**config.mk**
```make
export PLATFORM = sky130hd
export DESIGN_NAME = mbist_fail_logger
export DESIGN_NICKNAME = d
export VERILOG_FILES = /design/src/rtl/mbist_fail_logger.sv
export SDC_FILE = /design/constraint.sdc
export NUM_CORES = 1
export LEC_CHECK = 0
export BUFFER_PORTS_ARGS = -buffer_cell sky130_fd_sc_hd__clkbuf_2
export CORE_ASPECT_RATIO = 0.9
export CORE_MARGIN = 5
export CORE_UTILIZATION = 56
export DETAILED_ROUTE_END_ITERATION = 7
export PLACE_DENSITY = 0.79
export SYNTH_ARGS = -nofsm -noshare
export SYNTH_HDL_FRONTEND = slang
export SYNTH_SLANG_ARGS = --single-unit
```
**constraint.sdc**
```tcl
create_clock -name clk -period 1.8 [get_ports clk]
set_input_delay 0.09 -clock clk [delete_from_list [all_inputs] [get_ports clk]]
set_output_delay 0.09 -clock clk [all_outputs]
set_load 0.01 [all_outputs]
```
**src/rtl/mbist_fail_logger.sv**
```systemverilog
// MBIST result collector: counts compare mismatches, logs {addr, syndrome} in a small FIFO,
// and publishes a pass/fail verdict. Optional per-address fail bitmap via MBIST_FAIL_BITMAP_EN.
module mbist_fail_logger #(
    parameter int unsigned ADDR_W    = 2,
    parameter int unsigned DATA_W    = 4,
    parameter int unsigned LOG_DEPTH = 4,
    parameter int unsigned CNT_W     = 8
) (
    input  logic                   clk,
    input  logic                   rst,
    input  logic                   start,
    input  logic                   cmp_valid,
    input  logic [ADDR_W-1:0]      cmp_addr,
    input  logic [DATA_W-1:0]      expected,
    input  logic [DATA_W-1:0]      actual,
    input  logic                   test_done,
    output logic                   busy,
    output logic                   done,
    output logic                   pass,
    output logic [CNT_W-1:0]       fail_cnt,
    output logic                   overflow,
    output logic                   log_valid,
    output logic [ADDR_W-1:0]      log_addr,
    output logic [DATA_W-1:0]      log_syndrome,
`ifdef MBIST_FAIL_BITMAP_EN
    output logic [2**ADDR_W-1:0]   fail_map,
`endif
    input  logic                   log_ack
);

    localparam int unsigned PTR_W = $clog2(LOG_DEPTH);
    localparam int unsigned ENT_W = ADDR_W + DATA_W;

    typedef enum logic [1:0] {
        S_IDLE    = 2'd0,
        S_COLLECT = 2'd1,
        S_REPORT  = 2'd2
    } state_t;

    state_t             state_q, state_d;
    logic [CNT_W-1:0]   fail_cnt_q, fail_cnt_d;
    logic               overflow_q, overflow_d;
    logic [PTR_W:0]     wr_ptr_q, wr_ptr_d;
    logic [PTR_W:0]     rd_ptr_q, rd_ptr_d;
    logic [ENT_W-1:0]   mem_q [LOG_DEPTH];
    logic [ENT_W-1:0]   mem_d [LOG_DEPTH];
`ifdef MBIST_FAIL_BITMAP_EN
    logic [2**ADDR_W-1:0] fail_map_q, fail_map_d;
`endif

    logic [DATA_W-1:0]  syndrome;
    logic               fail_ev;
    logic               fifo_empty;
    logic               fifo_full;
    logic [ENT_W-1:0]   head;

    // State register
    always_ff @(posedge clk) begin
        if (rst) begin
            state_q <= S_IDLE;
        end else begin
            state_q <= state_d;
        end
    end

    // Next-state: start always (re)enters COLLECT and wins over test_done
    always_comb begin
        state_d = state_q;
        unique case (state_q)
            S_IDLE:    if (start) state_d = S_COLLECT;
            S_COLLECT: begin
                if (start)          state_d = S_COLLECT;
                else if (test_done) state_d = S_REPORT;
            end
            S_REPORT:  if (start) state_d = S_COLLECT;
            default:   state_d = S_IDLE;
        endcase
    end

    // Datapath registers
    always_ff @(posedge clk) begin
        if (rst) begin
            fail_cnt_q <= '0;
            overflow_q <= 1'b0;
            wr_ptr_q   <= '0;
            rd_ptr_q   <= '0;
            mem_q      <= '{default: '0};
`ifdef MBIST_FAIL_BITMAP_EN
            fail_map_q <= '0;
`endif
        end else begin
            fail_cnt_q <= fail_cnt_d;
            overflow_q <= overflow_d;
            wr_ptr_q   <= wr_ptr_d;
            rd_ptr_q   <= rd_ptr_d;
            mem_q      <= mem_d;
`ifdef MBIST_FAIL_BITMAP_EN
            fail_map_q <= fail_map_d;
`endif
        end
    end

    assign syndrome   = expected ^ actual;
    assign fifo_empty = (wr_ptr_q == rd_ptr_q);
    assign fifo_full  = (wr_ptr_q[PTR_W] != rd_ptr_q[PTR_W]) &&
                        (wr_ptr_q[PTR_W-1:0] == rd_ptr_q[PTR_W-1:0]);
    // A compare coinciding with a restart is discarded
    assign fail_ev    = (state_q == S_COLLECT) && !start && cmp_valid && (|syndrome);

    // Counter, overflow flag and FIFO update
    always_comb begin
        fail_cnt_d = fail_cnt_q;
        overflow_d = overflow_q;
        wr_ptr_d   = wr_ptr_q;
        rd_ptr_d   = rd_ptr_q;
        mem_d      = mem_q;
`ifdef MBIST_FAIL_BITMAP_EN
        fail_map_d = fail_map_q;
`endif
        if (start) begin
            fail_cnt_d = '0;
            overflow_d = 1'b0;
            wr_ptr_d   = '0;
            rd_ptr_d   = '0;
`ifdef MBIST_FAIL_BITMAP_EN
            fail_map_d = '0;
`endif
        end else begin
            if (fail_ev) begin
                if (fail_cnt_q != {CNT_W{1'b1}}) begin
                    fail_cnt_d = fail_cnt_q + CNT_W'(1);
                end
                if (!fifo_full) begin
                    mem_d[wr_ptr_q[PTR_W-1:0]] = {cmp_addr, syndrome};
                    wr_ptr_d = wr_ptr_q + (PTR_W+1)'(1);
                end else begin
                    overflow_d = 1'b1;
                end
`ifdef MBIST_FAIL_BITMAP_EN
                fail_map_d[cmp_addr] = 1'b1;
`endif
            end
            if ((state_q == S_REPORT) && log_ack && !fifo_empty) begin
                rd_ptr_d = rd_ptr_q + (PTR_W+1)'(1);
            end
        end
    end

    assign head = mem_q[rd_ptr_q[PTR_W-1:0]];

    // Outputs decoded from registered state and FIFO contents only
    always_comb begin
        busy         = 1'b0;
        done         = 1'b0;
        log_valid    = 1'b0;
        log_addr     = '0;
        log_syndrome = '0;
        if (state_q == S_COLLECT) busy = 1'b1;
        if (state_q == S_REPORT) begin
            done      = 1'b1;
            log_valid = !fifo_empty;
        end
        if (log_valid) begin
            log_addr     = head[ENT_W-1:DATA_W];
            log_syndrome = head[DATA_W-1:0];
        end
        pass = done && (fail_cnt_q == '0);
    end

    assign fail_cnt = fail_cnt_q;
    assign overflow = overflow_q;
`ifdef MBIST_FAIL_BITMAP_EN
    assign fail_map = fail_map_q;
`endif

endmodule

```
## After elaboration in Yosys (flattened, before gate mapping)

Cells that the tools add are included.
Widths: inputs -> output; s select.

| word-level totals | value |
|---|---|
| output and inout port bits | 19 |
| register bits | 41 |
| logic and storage cells | 63 |

| operators by class | value |
|---|---|
| add/sub/neg operators | 3 |
| magnitude comparators | 3 |
| mux-type cells | 15 |
| bitwise logic cells | 5 |
| reduce and logical (&&, ||, !) cells | 20 |
| equality and inequality tests | 8 |

Operators with widths:

| kind | number |
|---|---|
| $bwmux 24 | 1 |
| $mux 6 | 3 |
| $bmux 6 s2 | 1 |
| $demux 6 s2 | 1 |
| $add 8x1->8 const B | 1 |
| $logic_and 1x1->1 | 8 |
| $logic_not 8->1 | 1 |
| $mux 2 | 4 |
| $ne 8x8->1 const B | 1 |
| $reduce_and 2->1 | 4 |
| $add 3x1->3 const B | 2 |
| $ge 3x3->1 const B | 2 |
| $not 2->3 | 2 |
| $mux 4 | 1 |
| $pmux 2 s2 | 1 |
| $reduce_or 2->1 | 2 |
| $reduce_or 4->1 | 1 |
| $xor 4x4->4 | 1 |
| $eq 3x3->1 | 1 |
| $lt 3x1->1 const B | 1 |
| $mux 1 | 3 |
| $ne 3x3->1 const B | 1 |
| $reduce_and 3->1 | 1 |
| $eq 2x1->1 const B | 1 |
| other kinds (7) | 9 |

## Depth between registers and ports, before layout

Gate-level depths: netlist (run 1).

| logic depth | value |
|---|---|
| depth after elaboration | 6 |
| depth in mapped cells | 6 |
| depth with buffers taken out | 5 |

## Least setup slack after synthesis (run 1)

No wires, ideal clock.

| path | value |
|---|---|
| path type | register to register |
| start | register fail_cnt_q[1] (netlist: fail_cnt[1]) |
| end | register fail_cnt_q[3] (netlist: fail_cnt[3]) |
| slack | 246 ps |
| library setup time | 125 ps |
| buffers on the path | 0 |
| stages on the path, launching flop included | 6 |
| period minus slack after synthesis | 1554 ps |
| arrival time | 1429 ps |
| cells stage by stage | dfxtp_1 -> ha_1 -> nand2_1 -> nor3_1 -> or4_1 -> a21oi_1 |

| on the way | value |
|---|---|
| word-level cells in the longest chain between the ends | 2 |
| elaborated cells on any way between the ends | 3 |
| classes of those cells | add/sub: 1; eq/ne: 1; reduce/logical: 1 |

Ends and longest elaborated chain:

| what | line | source |
|---|---|---|
| from (decl) | 41 | `logic [CNT_W-1:0] fail_cnt_q, fail_cnt_d;` |
| from (signal assigned) | 92 | `fail_cnt_q <= fail_cnt_d;` |
| branches (longest 2 deep; another with $add 8x1->8) | - |  |

Parallel ways; which one is timed is not known.
A chain may end at the register's enable or synchronous reset.

## Worst setup path after layout (run 1)

| path | value |
|---|---|
| start | register rd_ptr_q[0] |
| end | register mem_q[9] in the netlist's numbering |

| on the way | value |
|---|---|
| word-level cells in the longest chain between the ends | 4 |

Ends and longest elaborated chain:

| what | line | source |
|---|---|---|
| from (decl) | 44 | `logic [PTR_W:0] rd_ptr_q, rd_ptr_d;` |
| from (signal assigned) | 95 | `rd_ptr_q <= rd_ptr_d;` |
| $eq 2x2->1 | 106 | `(wr_ptr_q[PTR_W-1:0] == rd_ptr_q[PTR_W-1:0]);` |
| $logic_and 1x1->1 | 105 | `assign fifo_full = (wr_ptr_q[PTR_W] != rd_ptr_q[PTR_W]) &&` |
| $not 1->1 (no source line) | - |  |
| $reduce_and 3->1 (no source line) | - |  |
| to (signal assigned) | 96 | `mem_q <= mem_d;` |
| to (decl) | 45 | `logic [ENT_W-1:0] mem_q [LOG_DEPTH];` |

No other way between the ends.

==> results_dict.tcl, run 1 <==
set metrics [dict create \
    status "finished, final reports clean" \
    ys.flop_type "dfxtp_1" \
    io_buffer_count 34 \
    drv_slew 0 \
    dieArea_um2 5240 \
    nets 287 \
    holdWs_ns 0.0525 \
    fin_crit_sh_pct 94.3 \
    fin_ws_ns 0.102 \
    multi_input_area_um2 1300 \
    antenna_cells 0 \
    drive_gt1_share_pct 28.8 \
    setup.worst_path.end "mem_q[9]$_SDFFE_PP0P_" \
    gp_congestion 0.848 \
    grt_pass1_vias 1703 \
    p_total_uw 1730 \
    first_pass_iters 4 \
    route.detailed.wl_per_inst_um 15.1 \
    rows 21 \
    grt_overflow 0 \
    cp.arrival_ns 1.91 \
    max_slew.worst_pin.slew_ns 0.472 \
    synth_top_area_cell "dfxtp_1" \
    initial_core_util_pct 58.5 \
    crit_buf_inv 2 \
    grtUsageTotal_pct 19.1 \
    cp_top_family "flip-flops" \
    clkSlewWorstSetupHoldPaths_ns 0.07 \
    path_max_fanout 6 \
    hold_path.class "in2reg" \
    r2r_end "mem_q[9]$_SDFFE_PP0P_" \
    cts_tree "yes" \
    cts_hold_buf 0 \
    cp_cell_sequence "buf_4, xnor2_1, a31oi_2, buf_4, nand3_2, mux2i_1" \
    timing.rr.start "rd_ptr_q[0]$_SDFFE_PP0P_" \
    r2r_setup_slack_ns 0.10 \
    drt_wl_total_um 4680 \
    die_w_um 75.8 \
    end_kind "flip-flop" \
    required_ns 2.01 \
    drt-initial-drc-count 80 \
    final_hold_viol_count 0 \
    cts_buffers 5 \
    syn2layout_area_growth_pct 18.9 \
    ant_nets 0 \
    syn_inst 218 \
    clock_skew_ns 0.00828 \
    cp.depth 6 \
    synth-async-reset-ratio_pct 0 \
    vias 1744 \
    synth.top_cell.area_share_pct 37.6 \
    cp_slowest_stage_delay_ns 0.33 \
    seqCellArea_um2 823 \
    p_leak_uw 0.00113 \
    critPathLaunch "rd_ptr_q[0]$_SDFFE_PP0P_" \
    grt_max_degree 28 \
    cts.sinks 41 \
    ys_warn_count 0 \
    hpwlAfterDp_um 3490 \
    clk_path_buf_depth 2 \
    synth_edf_count 0 \
    crit_top_cell "buf_4" \
    cts_max_level 2 \
    clock.fmax_ghz 0.589 \
    worstSetupPathType "reg2reg" \
    clockRootBuffer "clkbuf_8" \
    die_y_um 69.2 \
    fillers 287 \
    startpoint_type "flip-flop" \
    maxCapViolations 0 \
    drc 0 \
    synth_area_um2 2180 \
    antenna_found_initial 0 \
    setup_violations 0 \
    min_period_ns 1.70 \
    cpMaxStageDelayCell "dfxtp_2" \
    ir_worst_vdd_uv 488 \
    clk_latency_ns 0.29 \
    power_density_nw_per_um2 668 \
    synth_seq_area_share_pct 37.6 \
    synth-seq-cells 41 \
    syn_area_per_cell_um2 10.0 \
    ys_types 44 \
    ioPinCount 35 \
    grt_pass1_wl_um 7850 \
    syn_nets 241 \
    coreArea_um2 3730 \
    slew_headroom_pct 68.0 \
    viasPerCell 5.63 \
    reg2regPathDepth 6 \
    preCtsSetupSlack_ns 0.123 \
    synth_area_leaders "dfxtp_1 (38%), mux2i_1 (12%), nand2b_1 (8.6%)" \
]
[power breakdown]
part / internal [µW] / switching (µW)
clock network: 403 / 301
logic: 50.2 / 64.2
registers: 911 / 3.88
total: 1360 / 369
[Yosys cell counts, types with 2 or more instances]
master and number:
nand2_1 7, nor2b_1 9, or3_1 2, nand3_2 3, a21oi_1 12, nand2b_1 30, buf_2 2, mux4_2 6
dfxtp_1 41, buf_4 3, clkbuf_1 4, nand3_1 7, o21ai_0 5, or4_1 2, mux2i_1 26, xor2_1 7
nor2_1 7, o31ai_1 4, inv_1 7, ha_1 7, xnor2_1 2, and3_1 3
[routing by layer]
| metal | track usage (%) | share of wire [%] | up-vias |
|---|---|---|---|
| met2 | 31.1 | 51 | 28 |
| met1 | 24.4 | 45 | 840 |
| met4 | 6.21 | 1.1 | 0 |
| met5 | 0 | 0 | - |
| li1 | - | - | 870 |
| met3 | 4.49 | 3.1 | 6 |
[layout make-up]
type	instances	area share (%)
Clock buffer	5	2.65
Clock inverter	2	1.35
Inverter	7	1.01
Multi-Input combinational cell	160	50.1
Sequential cell	41	31.7
Tap cell	46	2.22
Timing Repair Buffer	49	10.9
[state kept, by name (all words and copies together), names as in the netlist]
signal and flops:
overflow 1, wr_ptr_q 3, mem_q 24, rd_ptr_q 3, fail_cnt 8, state_q 2
[worst min-delay path by stage]
stage	start	endpoint	slack, ns	cells after the start
2_1_floorplan	test_done	state_q[1]$_SDFFE_PP0P_	0.23	2
3_3_place_gp	test_done	state_q[1]$_SDFFE_PP0P_	0.34	3
3_5_place_dp	test_done	state_q[1]$_SDFFE_PP0P_	0.35	3
4_1_cts	test_done	state_q[1]$_SDFFE_PP0P_	0.05	3
5_1_grt	test_done	state_q[1]$_SDFFE_PP0P_	0.07	3
6_report	test_done	state_q[1]$_SDFFE_PP0P_	0.05	3
[timing repair]
item                                    in CTS  in global routing
hold endpoints to repair                     0                  0
endpoints found under the setup margin       0                 11
setup buffers                                0                  2
resized for setup                            0                  6
[cells by family after synthesis]
| kind of cell | synth area share [%] |
|---|---|
| fa+ha+maj | 4.02 |
| simple gates | 21.9 |
| xor+xnor | 4.36 |
| buf+inv | 3.90 |
| compound gates | 10.0 |
| mux | 18.1 |
| flops | 37.6 |
[through the flow]
stage          instance area [µm²]  instances  util [%]  setup TNS (ns)
2_1_floorplan                 2180        218         -               0
3_5_place_dp                  2450        301      65.6               0
6_report                      2590        310      69.5               0
5_1_grt                       2590        310      69.5        -0.00101
4_1_cts                       2550        308      68.4               0
3_3_place_gp                  2450        301      65.6               0
[cell usage in the layout, fill, tap and decap left out, types with 9 or more instances in the layout]
master	instances
dfxtp_1	39
clkbuf_2	34
nand2b_1	30
mux2i_1	26
buf_4	15
a21oi_1	12
nor2b_1	9
[worst min-delay path, cell delays in order]
cell and delay, ns:
clkbuf_2 0.09, a21oi_1 0.06, nor2_1 0.07
Note: power is estimated with default switching activity, not from simulation.
==> run 2, diff against run 1 <==
--- a/config.mk
+++ b/config.mk
@@ -8,9 +8,9 @@
 export BUFFER_PORTS_ARGS = -buffer_cell sky130_fd_sc_hd__clkbuf_2
 export CORE_ASPECT_RATIO = 0.9
 export CORE_MARGIN = 5
-export CORE_UTILIZATION = 56
+export CORE_UTILIZATION = 50
 export DETAILED_ROUTE_END_ITERATION = 7
-export PLACE_DENSITY = 0.79
+export PLACE_DENSITY = 0.75
 export SYNTH_ARGS = -nofsm -noshare
 export SYNTH_HDL_FRONTEND = slang
 export SYNTH_SLANG_ARGS = --single-unit
==> constraint.sdc (replaced) <==
create_clock -name clk -period 1.5 [get_ports clk]
set_input_delay 0.075 -clock clk [delete_from_list [all_inputs] [get_ports clk]]
set_output_delay 0.075 -clock clk [all_outputs]
set_load 0.01 [all_outputs]
==> results_dict.tcl, run 2 (same netlist as run 1, synthesis figures left out) <==
set metrics [dict create \
    drt-initial-drc-count 102 \
    power_density_nw_per_um2 680 \
    stdcell_count 352 \
    final_hold_viol_count 0 \
    grt_max_degree 31 \
    ant_nets 0 \
    max_slew.worst_pin.slew_ns 0.459 \
    drt_wl_total_um 5580 \
    seqCellArea_um2 832 \
    gp_congestion 0.825 \
    dieArea_um2 5780 \
    regMostFlops "mem_q" \
    r2r_setup_slack_ns -0.10 \
    drc 0 \
    cpMaxStageDelayCell "dfxtp_4" \
    final_util_pct 72.4 \
    hold_path.class "in2reg" \
    startpoint_type "flip-flop" \
    status "finished, violations left" \
    fin_crit_sh_pct 112 \
    slew_headroom_pct 69.3 \
    vias 1899 \
    preCtsSetupSlack_ns -0.0514 \
    die_w_um 79.6 \
    initial_core_util_pct 52.5 \
    antenna_cells 0 \
    clk_path_buf_depth 2 \
    coreArea_um2 4160 \
    drv_slew 0 \
    grt_setup_unrepaired "yes" \
    p_leak_uw 0.00129 \
    cts_tree "yes" \
    required_ns 1.42 \
    violations "setup timing" \
    cp_cell_sequence "buf_6, xor2_2, o31ai_2, buf_6, nor2b_1, clkbuf_2" \
    grt_pass1_vias 1847 \
    clock.fmax_ghz 0.593 \
    fillers 291 \
    cp.arrival_ns 1.61 \
    hpwlAfterDp_um 3480 \
    cp_slowest_stage_delay_ns 0.36 \
    clock_skew_ns 0.00708 \
    die_y_um 72.7 \
    dp.cells 331 \
    end_kind "output port" \
    final_common_cell "dfxtp_1" \
    min_period_ns 1.69 \
    setup_violations 30 \
    io_buffer_count 34 \
    cts_buffers 5 \
    first_pass_iters 4 \
    grtUsageTotal_pct 18.7 \
    maxCapViolations 0 \
    clockRootBuffer "clkbuf_8" \
    ioPinCount 35 \
    largest_reg_flops 24 \
    cts.sinks 41 \
    fin_ws_ns -0.187 \
    route.detailed.wl_per_inst_um 15.8 \
    path_max_fanout 7 \
    cts_hold_buf 0 \
    viasPerCell 5.39 \
    worstSetupPathType "reg2out" \
    grt_pass1_wl_um 8490 \
    clk_latency_ns 0.30 \
    crit_top_cell "buf_6" \
    most-common-layout-cells "dfxtp_1 (34), buf_4 (33), nand2b_1 (30), clkbuf_2 (30), mux2i_1 (26)" \
    antenna_found_initial 0 \
    nets 314 \
    syn2layout_area_growth_pct 38.0 \
    cts_max_level 2 \
    rows 22 \
    grt_overflow 0 \
    ir_worst_vdd_uv 463 \
    drive_gt1_share_pct 44.5 \
    clkSlewWorstSetupHoldPaths_ns 0.07 \
    multi_input_area_um2 1440 \
]
run 2: per-layer routing:
| metal | vias to the layer above | GRT usage [%] | part of all wire, % |
|---|---|---|---|
| li1 | 924 | - | - |
| met1 | 916 | 24.8 | 44 |
| met2 | 53 | 30.5 | 50 |
| met3 | 6 | 4.32 | 5.4 |
| met4 | 0 | 5.73 | 0.93 |
| met5 | - | 0 | 0 |
run 2: worst paths after layout:
kind,start,to,cells after the start
max reg2reg,state_q[1]$_SDFFE_PP0P_,fail_cnt[3]$_SDFFE_PP0P_,5
min,rst,state_q[0]$_SDFFE_PP0P_,2
min reg2reg,mem_q[12]$_SDFFE_PP0P_,mem_q[12]$_SDFFE_PP0P_,2
max,rd_ptr_q[0]$_SDFFE_PP0P_,log_syndrome[3],6
run 2: through the flow:
step           instance area, µm²  total power, µW  hold WS (ns)  TNS, ns
2_1_floorplan                2200             1210         0.216        0
3_3_place_gp                 2610             1270         0.319   -0.167
3_5_place_dp                 2610             1270         0.317   -0.266
4_1_cts                      2810             2030       0.00208    -2.58
5_1_grt                      3010             2130        0.0254    -4.21
6_report                     3010             2050        0.0109    -2.37
run 2: what timing repair did:
item / 4_1_cts / 5_1_grt
gates resized for setup: 14 / 42
pin swaps: 7 / 14
buffers inserted: 6 / 10
setup endpoints to repair: 19 / 47
cloned: 1 / 0
run 2: layout make-up:
class	count	area share [%]
multi-input combinational	160	47.8
tap	60	2.49
timing repair buffer	76	18.0
clock buffer	6	2.74
inverter	7	0.873
clock inverter	2	0.457
sequential	41	27.6
run 2: worst max-delay path, delay by kind of cell, from the launching register on:
kind                      cells  cell delay [ns]
buffers and inverters         3             0.44
xor gates and xnor gates      1             0.18
and+or+nand+nor               1             0.06
DFF                           1             0.36
AOI/OAI and AO/OA             1             0.27
run 2: power breakdown:
part | switching, µW | leakage (µW) | total (µW) | internal [µW]
combinational | 101 | 0.000904 | 185 | 84.9
sequential | 3.34 | 0.000334 | 1090 | 1090
clock | 396 | 0.0000512 | 768 | 373
